File: config.mk
export PLATFORM = sky130hd
export DESIGN_NAME = decode_stage
export DESIGN_NICKNAME = d
export VERILOG_FILES = /design/src/rtl/decode_stage.sv
export SDC_FILE = /design/constraint.sdc
export NUM_CORES = 2
export LEC_CHECK = 0
export CELL_PAD_IN_SITES_DETAIL_PLACEMENT = 2
export CELL_PAD_IN_SITES_GLOBAL_PLACEMENT = 2
export CORE_MARGIN = 2
export CORE_UTILIZATION = 24
export DETAILED_ROUTE_END_ITERATION = 16
export PLACE_DENSITY_LB_ADDON = 0.1
export SLEW_MARGIN = 10
export SYNTH_ARGS = -nofsm -noshare
export SYNTH_HDL_FRONTEND = slang
export SYNTH_SLANG_ARGS = --single-unit
File: constraint.sdc
create_clock -name clk -period 2.65 [get_ports clk]
set_input_delay 0.265 -clock clk [delete_from_list [all_inputs] [get_ports clk]]
set_output_delay 0.265 -clock clk [all_outputs]
set_load 0.01 [all_outputs]
File: src/rtl/decode_stage.sv
// rtl/decode_stage.sv - RV32I instruction decode stage with IF/ID register and register file
//
// Purpose:
//    Captures the fetched instruction and PC, decodes RV32I control fields and
//    the immediate, reads the 32x32 register file, and stalls fetch on a
//    load-use hazard. Consumes the EX flush (taken branch/jump).
//
// Configuration macro:
//    DECODE_WB_BYPASS_EN - when defined, a register read that hits the write-back
//                          address in the same cycle returns wb_data (write-first).
//
// Ports:
//    clk, rst            clock, asynchronous active-low reset
//    if_valid            inst_in/pc_in carry a real instruction
//    inst_in, pc_in      fetched instruction and its word-index PC
//    flush               taken branch/jump in EX: next ID is a bubble
//    ex_stall            EX cannot accept: hold every ID output
//    wb_we/addr/data     register-file write port
//    stall_if            combinational: fetch holds PC and instruction
//    id_*                registered decode results (bubble = all zero)

module decode_stage #(
   parameter int PC_WIDTH   = 32,
   parameter int INST_WIDTH = 32
) (
   input  logic                  clk,
   input  logic                  rst,
   input  logic                  if_valid,
   input  logic [INST_WIDTH-1:0] inst_in,
   input  logic [PC_WIDTH-1:0]   pc_in,
   input  logic                  flush,
   input  logic                  ex_stall,
   input  logic                  wb_we,
   input  logic [4:0]            wb_addr,
   input  logic [31:0]           wb_data,
   output logic                  stall_if,
   output logic                  id_valid,
   output logic [PC_WIDTH-1:0]   id_pc,
   output logic [31:0]           rs1_data,
   output logic [31:0]           rs2_data,
   output logic [4:0]            rs1_addr,
   output logic [4:0]            rs2_addr,
   output logic [4:0]            rd_addr,
   output logic [31:0]           imm,
   output logic [3:0]            alu_op,
   output logic                  alu_src_imm,
   output logic                  alu_src_pc,
   output logic                  reg_we,
   output logic                  mem_re,
   output logic                  mem_we,
   output logic [2:0]            mem_size,
   output logic [2:0]            br_type,
   output logic                  br_en,
   output logic                  jal,
   output logic                  jalr,
   output logic                  illegal
);

   localparam logic [6:0] OPC_LUI    = 7'b0110111;
   localparam logic [6:0] OPC_AUIPC  = 7'b0010111;
   localparam logic [6:0] OPC_JAL    = 7'b1101111;
   localparam logic [6:0] OPC_JALR   = 7'b1100111;
   localparam logic [6:0] OPC_BRANCH = 7'b1100011;
   localparam logic [6:0] OPC_LOAD   = 7'b0000011;
   localparam logic [6:0] OPC_STORE  = 7'b0100011;
   localparam logic [6:0] OPC_OPIMM  = 7'b0010011;
   localparam logic [6:0] OPC_OP     = 7'b0110011;
   localparam logic [6:0] OPC_FENCE  = 7'b0001111;
   localparam logic [6:0] OPC_SYSTEM = 7'b1110011;

   localparam logic [3:0] ALU_ADD    = 4'd0;
   localparam logic [3:0] ALU_SUB    = 4'd1;
   localparam logic [3:0] ALU_SLL    = 4'd2;
   localparam logic [3:0] ALU_SLT    = 4'd3;
   localparam logic [3:0] ALU_SLTU   = 4'd4;
   localparam logic [3:0] ALU_XOR    = 4'd5;
   localparam logic [3:0] ALU_SRL    = 4'd6;
   localparam logic [3:0] ALU_SRA    = 4'd7;
   localparam logic [3:0] ALU_OR     = 4'd8;
   localparam logic [3:0] ALU_AND    = 4'd9;
   localparam logic [3:0] ALU_PASS_B = 4'd10;

   typedef struct packed {
      logic                valid;
      logic [PC_WIDTH-1:0] pc;
      logic [31:0]         rs1_data;
      logic [31:0]         rs2_data;
      logic [4:0]          rs1_addr;
      logic [4:0]          rs2_addr;
      logic [4:0]          rd_addr;
      logic [31:0]         imm;
      logic [3:0]          alu_op;
      logic                alu_src_imm;
      logic                alu_src_pc;
      logic                reg_we;
      logic                mem_re;
      logic                mem_we;
      logic [2:0]          mem_size;
      logic [2:0]          br_type;
      logic                br_en;
      logic                jal;
      logic                jalr;
      logic                illegal;
   } id_t;

   id_t         r_id;
   id_t         w_dec;
   logic [31:0] r_regs [0:31];

   logic [31:0] w_inst;
   logic [6:0]  w_opcode;
   logic [2:0]  w_funct3;
   logic [6:0]  w_funct7;
   logic [4:0]  w_rs1;
   logic [4:0]  w_rs2;
   logic [4:0]  w_rd;
   logic [31:0] w_imm_i;
   logic [31:0] w_imm_s;
   logic [31:0] w_imm_b;
   logic [31:0] w_imm_u;
   logic [31:0] w_imm_j;
   logic [31:0] w_rs1_rf;
   logic [31:0] w_rs2_rf;
   logic [31:0] w_rs1_rd;
   logic [31:0] w_rs2_rd;
   logic [3:0]  w_alu_base;
   logic        w_legal;
   logic        w_uses_rs1;
   logic        w_uses_rs2;
   logic        w_writes_rd;
   logic        w_load_use;

   assign w_inst   = inst_in[31:0];
   assign w_opcode = w_inst[6:0];
   assign w_rd     = w_inst[11:7];
   assign w_funct3 = w_inst[14:12];
   assign w_rs1    = w_inst[19:15];
   assign w_rs2    = w_inst[24:20];
   assign w_funct7 = w_inst[31:25];

   assign w_imm_i = {{20{w_inst[31]}}, w_inst[31:20]};
   assign w_imm_s = {{20{w_inst[31]}}, w_inst[31:25], w_inst[11:7]};
   assign w_imm_b = {{19{w_inst[31]}}, w_inst[31], w_inst[7], w_inst[30:25], w_inst[11:8], 1'b0};
   assign w_imm_u = {w_inst[31:12], 12'd0};
   assign w_imm_j = {{11{w_inst[31]}}, w_inst[31], w_inst[19:12], w_inst[20], w_inst[30:21], 1'b0};

   // Register file: x0 is never written and always reads zero.
   always_ff @(posedge clk or negedge rst) begin
      if (!rst) begin
         for (int i = 0; i < 32; i++) begin
            r_regs[i] <= '0;
         end
      end else if (wb_we && (wb_addr != 5'd0)) begin
         r_regs[wb_addr] <= wb_data;
      end
   end

   assign w_rs1_rf = (w_rs1 == 5'd0) ? 32'd0 : r_regs[w_rs1];
   assign w_rs2_rf = (w_rs2 == 5'd0) ? 32'd0 : r_regs[w_rs2];

`ifdef DECODE_WB_BYPASS_EN
   assign w_rs1_rd = (wb_we && (wb_addr != 5'd0) && (wb_addr == w_rs1)) ? wb_data : w_rs1_rf;
   assign w_rs2_rd = (wb_we && (wb_addr != 5'd0) && (wb_addr == w_rs2)) ? wb_data : w_rs2_rf;
`else
   assign w_rs1_rd = w_rs1_rf;
   assign w_rs2_rd = w_rs2_rf;
`endif

   // Shared funct3 -> ALU op map for OP and OP-IMM; funct7 refines SUB/SRA.
   always_comb begin
      w_alu_base = ALU_ADD;
      case (w_funct3)
         3'b000:  w_alu_base = ALU_ADD;
         3'b001:  w_alu_base = ALU_SLL;
         3'b010:  w_alu_base = ALU_SLT;
         3'b011:  w_alu_base = ALU_SLTU;
         3'b100:  w_alu_base = ALU_XOR;
         3'b101:  w_alu_base = ALU_SRL;
         3'b110:  w_alu_base = ALU_OR;
         default: w_alu_base = ALU_AND;
      endcase
   end

   always_comb begin
      w_dec       = '0;
      w_legal     = 1'b1;
      w_uses_rs1  = 1'b0;
      w_uses_rs2  = 1'b0;
      w_writes_rd = 1'b0;
      case (w_opcode)
         OPC_LUI: begin
            w_dec.imm         = w_imm_u;
            w_dec.alu_op      = ALU_PASS_B;
            w_dec.alu_src_imm = 1'b1;
            w_writes_rd       = 1'b1;
         end
         OPC_AUIPC: begin
            w_dec.imm         = w_imm_u;
            w_dec.alu_src_imm = 1'b1;
            w_dec.alu_src_pc  = 1'b1;
            w_writes_rd       = 1'b1;
         end
         OPC_JAL: begin
            w_dec.imm        = w_imm_j;
            w_dec.alu_src_pc = 1'b1;
            w_dec.jal        = 1'b1;
            w_writes_rd      = 1'b1;
         end
         OPC_JALR: begin
            w_legal          = (w_funct3 == 3'b000);
            w_dec.imm        = w_imm_i;
            w_dec.alu_src_pc = 1'b1;
            w_dec.jalr       = 1'b1;
            w_writes_rd      = 1'b1;
            w_uses_rs1       = 1'b1;
         end
         OPC_BRANCH: begin
            w_legal       = (w_funct3 != 3'b010) && (w_funct3 != 3'b011);
            w_dec.imm     = w_imm_b;
            w_dec.alu_op  = ALU_SUB;
            w_dec.br_en   = 1'b1;
            w_dec.br_type = w_funct3;
            w_uses_rs1    = 1'b1;
            w_uses_rs2    = 1'b1;
         end
         OPC_LOAD: begin
            w_legal           = (w_funct3 != 3'b011) && (w_funct3 != 3'b110) && (w_funct3 != 3'b111);
            w_dec.imm         = w_imm_i;
            w_dec.alu_src_imm = 1'b1;
            w_dec.mem_re      = 1'b1;
            w_dec.mem_size    = w_funct3;
            w_writes_rd       = 1'b1;
            w_uses_rs1        = 1'b1;
         end
         OPC_STORE: begin
            w_legal           = (w_funct3 <= 3'b010);
            w_dec.imm         = w_imm_s;
            w_dec.alu_src_imm = 1'b1;
            w_dec.mem_we      = 1'b1;
            w_dec.mem_size    = w_funct3;
            w_uses_rs1        = 1'b1;
            w_uses_rs2        = 1'b1;
         end
         OPC_OPIMM: begin
            w_dec.imm         = w_imm_i;
            w_dec.alu_src_imm = 1'b1;
            w_dec.alu_op      = w_alu_base;
            w_writes_rd       = 1'b1;
            w_uses_rs1        = 1'b1;
            // Shift-immediates carry a funct7 in imm[11:5]; other funct3 use it as data.
            if (w_funct3 == 3'b001) begin
               w_legal = (w_funct7 == 7'h00);
            end else if (w_funct3 == 3'b101) begin
               if (w_funct7 == 7'h20) begin
                  w_dec.alu_op = ALU_SRA;
               end else begin
                  w_legal = (w_funct7 == 7'h00);
               end
            end
         end
         OPC_OP: begin
            w_writes_rd = 1'b1;
            w_uses_rs1  = 1'b1;
            w_uses_rs2  = 1'b1;
            if (w_funct7 == 7'h00) begin
               w_dec.alu_op = w_alu_base;
            end else if ((w_funct7 == 7'h20) && (w_funct3 == 3'b000)) begin
               w_dec.alu_op = ALU_SUB;
            end else if ((w_funct7 == 7'h20) && (w_funct3 == 3'b101)) begin
               w_dec.alu_op = ALU_SRA;
            end else begin
               w_legal = 1'b0;
            end
         end
         OPC_FENCE:  w_legal = (w_funct3 <= 3'b001);
         OPC_SYSTEM: w_legal = (w_funct3 != 3'b100);
         default:    w_legal = 1'b0;
      endcase

      // An illegal instruction carries no control and uses no registers,
      // so it can neither write back nor trigger a load-use stall.
      if (!w_legal) begin
         w_dec         = '0;
         w_dec.illegal = 1'b1;
         w_uses_rs1    = 1'b0;
         w_uses_rs2    = 1'b0;
         w_writes_rd   = 1'b0;
      end

      w_dec.valid    = 1'b1;
      w_dec.pc       = pc_in;
      w_dec.rs1_data = w_rs1_rd;
      w_dec.rs2_data = w_rs2_rd;
      w_dec.rs1_addr = w_uses_rs1 ? w_rs1 : 5'd0;
      w_dec.rs2_addr = w_uses_rs2 ? w_rs2 : 5'd0;
      w_dec.rd_addr  = w_writes_rd ? w_rd : 5'd0;
      w_dec.reg_we   = w_writes_rd && (w_rd != 5'd0);
   end

   // Unused source fields decode to address 0, so they can never match a load's rd.
   assign w_load_use = r_id.valid && r_id.mem_re && (r_id.rd_addr != 5'd0) && if_valid &&
                       ((w_uses_rs1 && (w_rs1 == r_id.rd_addr)) ||
                        (w_uses_rs2 && (w_rs2 == r_id.rd_addr)));

   assign stall_if = ex_stall || w_load_use;

   always_ff @(posedge clk or negedge rst) begin
      if (!rst) begin
         r_id <= '0;
      end else if (flush) begin
         r_id <= '0;
      end else if (ex_stall) begin
         r_id <= r_id;
      end else if (w_load_use || !if_valid) begin
         r_id <= '0;
      end else begin
         r_id <= w_dec;
      end
   end

   assign id_valid    = r_id.valid;
   assign id_pc       = r_id.pc;
   assign rs1_data    = r_id.rs1_data;
   assign rs2_data    = r_id.rs2_data;
   assign rs1_addr    = r_id.rs1_addr;
   assign rs2_addr    = r_id.rs2_addr;
   assign rd_addr     = r_id.rd_addr;
   assign imm         = r_id.imm;
   assign alu_op      = r_id.alu_op;
   assign alu_src_imm = r_id.alu_src_imm;
   assign alu_src_pc  = r_id.alu_src_pc;
   assign reg_we      = r_id.reg_we;
   assign mem_re      = r_id.mem_re;
   assign mem_we      = r_id.mem_we;
   assign mem_size    = r_id.mem_size;
   assign br_type     = r_id.br_type;
   assign br_en       = r_id.br_en;
   assign jal         = r_id.jal;
   assign jalr        = r_id.jalr;
   assign illegal     = r_id.illegal;

endmodule

==> flow_summary.toml <==
[clock_network]
clk_path_buf_depth = 3
cts.sinks = 1187
clkTransAtPathRegs_ns = 0.06
clock_latency_ns = 0.81
h-tree-depth = 4
numCtsBuffers = 156
cts.root.buffer_cell = "clkbuf_16"
cts_tree = "built"

[flow_run]
maxCapViolations = 0

[synthesis]
yosys.area_share.simple_pct = 2.34
synth_fa_ha_area_share_pct = 0
synth-seq-area-share_pct = 48.5
synth_warnings = 0
synth_flop_cell = "dfrtp_1"
syn_inst = 4340
synth_area_per_cell_um2 = 14.1
synthMuxAreaShare_pct = 39.0
synthArstFlopShare_pct = 100
synth_xor_area_share_pct = 0.171
synth-compound-area-share_pct = 6.73
synth_nets = 4447
synth.ff_latch_count = 1187
synth_top_family_by_area = "multiplexers"
synthDistinctLibCells = 66
synth_edf_count = 0
syn_area_um2 = 61300

[worst_setup_path]
crit_buf_inv = 2
ff2ff_setup_slack_ns = 0.09
path_cells = "buf_4, xor2_1, or3_4, nor3_4, nor2_2, nor3_4, or2_4, buf_6"
cp.required_ns = 2.38
worstPathArrival_ns = 2.48
crit_slowest_cell = "or3_4"
cp_slowest_stage_delay_ns = 0.40
crit_path_start_kind = "flip-flop"
end_kind = "primary output"
crit_fanout = 2
crit_family = "simple AND/OR/NAND/NOR gates"
crit_top_cell = "nor3_4"
path_class = "flip-flop to primary output"

[pwr]
power.density_nw_per_um2 = 722
finalPower_uw = 56400
p_leak_uw = 0.0337
peakVddDrop_mv = 0.703

[floorplanning]
start_util_pct = 24.1
io_pins = 271
fp-row-count = 185
die_y_um = 509
dieArea_um2 = 259000
die_width_um = 509
core_um2 = 254000

[drt]
vias_per_cell = 5.09
totalWireLength_um = 278000
routedWlPerCell_um = 33.4
drtIter0Drc = 2152
dr.pass1.iters = 5
dr_total_vias = 42385
ant_nets = 0
drc = 0

[global_route]
first_global_vias = 47285
grt_antenna_before_repair = 11
globalRouteTotalUtil_pct = 21.5
grt_max_degree = 103
grt_pass1_wl_um = 396000
overflow = 0

[sta]
fin_ws_ns = -0.0977
hold_viol_final = 0
fmax_mhz = 364
skew_ns = 0.0277
maxSlewViolCount = 0
finalSetupViolations = 1
period_minus_slack_ns = 2.75
timing.hold.ws_ns = 0.0623
worst_pin_slew_ns = 1.08
post-route-period-util_pct = 104
grt_setup_unrepaired = "yes"
max_slew_margin_pct = 28.1

[cells_and_area]
nNetsFinal = 4938
area_growth_pct = 27.5
finalNonFillerCells = 8324
drive_gt1_share_pct = 47.7
utilization_pct = 30.8

[placement]
post-place-cells = 8009
io_buffer_count = 270
gp_congestion = 0.770
dp_hpwl_um = 185000
pre_cts_ws_ns = -0.473

[outcome]
violations = "negative setup slack"
status = "finished, violations left"

[min_path]
hold_path.class = "primary input to flip-flop"
-- flip-flops by register name, summed over array words and instances (netlist names), 5 cells and up --
name and flops:
rs1_addr 5, r_regs 1024, rs2_data 32, rd_addr 5
rs2_addr 5, rs1_data 32, id_pc 32, imm 32
-- final timing paths --
path | startpoint | endpoint | cells past startpoint
setup / recovery | rd_addr[4]$_DFFE_PN0P_ | stall_if | 8
hold / removal | inst_in[20] | rs2_addr[0]$_DFFE_PN0P_ | 3
setup reg to reg | rd_addr[1]$_DFFE_PN0P_ | rd_addr[1]$_DFFE_PN0P_ | 10
hold reg to reg | r_regs[1010]$_DFFE_PN0P_ | r_regs[1010]$_DFFE_PN0P_ | 0
max in group asynchronous | rst | r_regs[417]$_DFFE_PN0P_ | 5
min in group asynchronous | rst | r_regs[700]$_DFFE_PN0P_ | 3
-- area by class of cell --
cell class	instances	area, µm²
Clock buffer	239	4710
Timing Repair Buffer	811	8970
Inverter	3	13.8
Clock inverter	42	514
Fill cell	25999	176000
Antenna cell	4	10.0
Multi-Input combinational cell	2672	30000
Sequential cell	1187	29700
Tap cell	3366	4210
-- placed cells by master, fill, tap and decap left out, types with 5 or more instances in the layout --
cell / instances
a21oi_1: 101
nand2_4: 17
buf_4: 355
mux2_2: 1146
o21ai_0: 52
mux4_2: 359
o21ai_1: 5
nand3_1: 20
dfrtp_1: 1185
buf_12: 168
nand2_1: 134
nor3b_1: 5
bufinv_16: 10
and2_1: 5
nor2b_4: 7
o22ai_1: 55
o221ai_1: 44
nor3_1: 5
mux2i_1: 289
clkbuf_16: 162
dlygate4sd3_1: 18
nor2_1: 31
xor2_1: 6
a211oi_1: 45
a32o_1: 5
o211ai_1: 12
a32oi_1: 18
clkdlybuf4s50_1: 258
clkinv_2: 24
a22oi_1: 21
clkbuf_1: 39
a22o_1: 128
clkbuf_8: 39
a221oi_1: 59
buf_6: 6
nor2_4: 18
-- worst min-delay path, stage by stage --
cell and delay (ns):
buf_8 0.14, buf_12 0.18, a22o_1 0.21
-- per-stage QoR --
step / TNS [ns] / area [µm²]
after detailed placement: -58.60 / 72500
after global placement: -69.21 / 72500
after CTS: -0.230 / 78000
final: -0.0977 / 78200
after floorplan: 0 / 61300
after global routing: -0.350 / 78100
-- metal layers --
metal | track usage [%] | share of wire [%] | up-vias
li1 | - | - | 17697
met1 | 29.5 | 46 | 23633
met2 | 36.0 | 48 | 748
met3 | 2.63 | 3.0 | 305
met4 | 5.18 | 2.5 | 2
met5 | 0 | 0.0040 | -
-- where the power goes --
part	total, µW	switching, µW	internal (µW)
Combinational	10800	4520	6250
Sequential	23700	2500	21200
Clock	22000	8800	13200
Total	56400	15800	40600
-- synth_stat cells, drive strengths merged, types with 5 or more instances --
| master | n | area, µm² |
|---|---|---|
| a21oi | 101 | 505 |
| a211oi | 45 | 338 |
| xnor2 | 6 | 52.6 |
| or2 | 6 | 37.5 |
| a221oi | 59 | 517 |
| o221ai | 44 | 385 |
| a22o | 128 | 1120 |
| nor2b | 9 | 56.3 |
| nor2 | 50 | 188 |
| xor2 | 6 | 52.6 |
| nand3 | 21 | 105 |
| buf | 190 | 947 |
| o21ai | 57 | 285 |
| o22ai | 55 | 344 |
| nand2 | 151 | 567 |
| nand2b | 5 | 31.3 |
| mux2i | 289 | 2890 |
| nor3b | 7 | 57.6 |
| a22oi | 21 | 158 |
| clkbuf | 288 | 1080 |
| and2 | 6 | 37.5 |
| mux4 | 359 | 8090 |
| dfrtp | 1187 | 29700 |
| o211ai | 12 | 90.1 |
| a32o | 5 | 50.1 |
| nor3 | 10 | 60.1 |
| mux2 | 1146 | 12900 |
| a32oi | 18 | 158 |
-- logic make-up after synthesis --
kind of cell    Yosys count
mux                    1794
flops                  1187
compound gates          564
buf+inv                 481
simple gates            302
xor+xnor                 12
-- what timing repair did --
item	4_1_cts	5_1_grt
hold buffers	19	0
buffers inserted	7	3
hold endpoints to repair	787	0
pin swaps	5	10
gates resized for setup	14	13
endpoints found under the setup margin	1	18
cloned	0	1
Note: power is estimated with default switching activity, not from simulation.
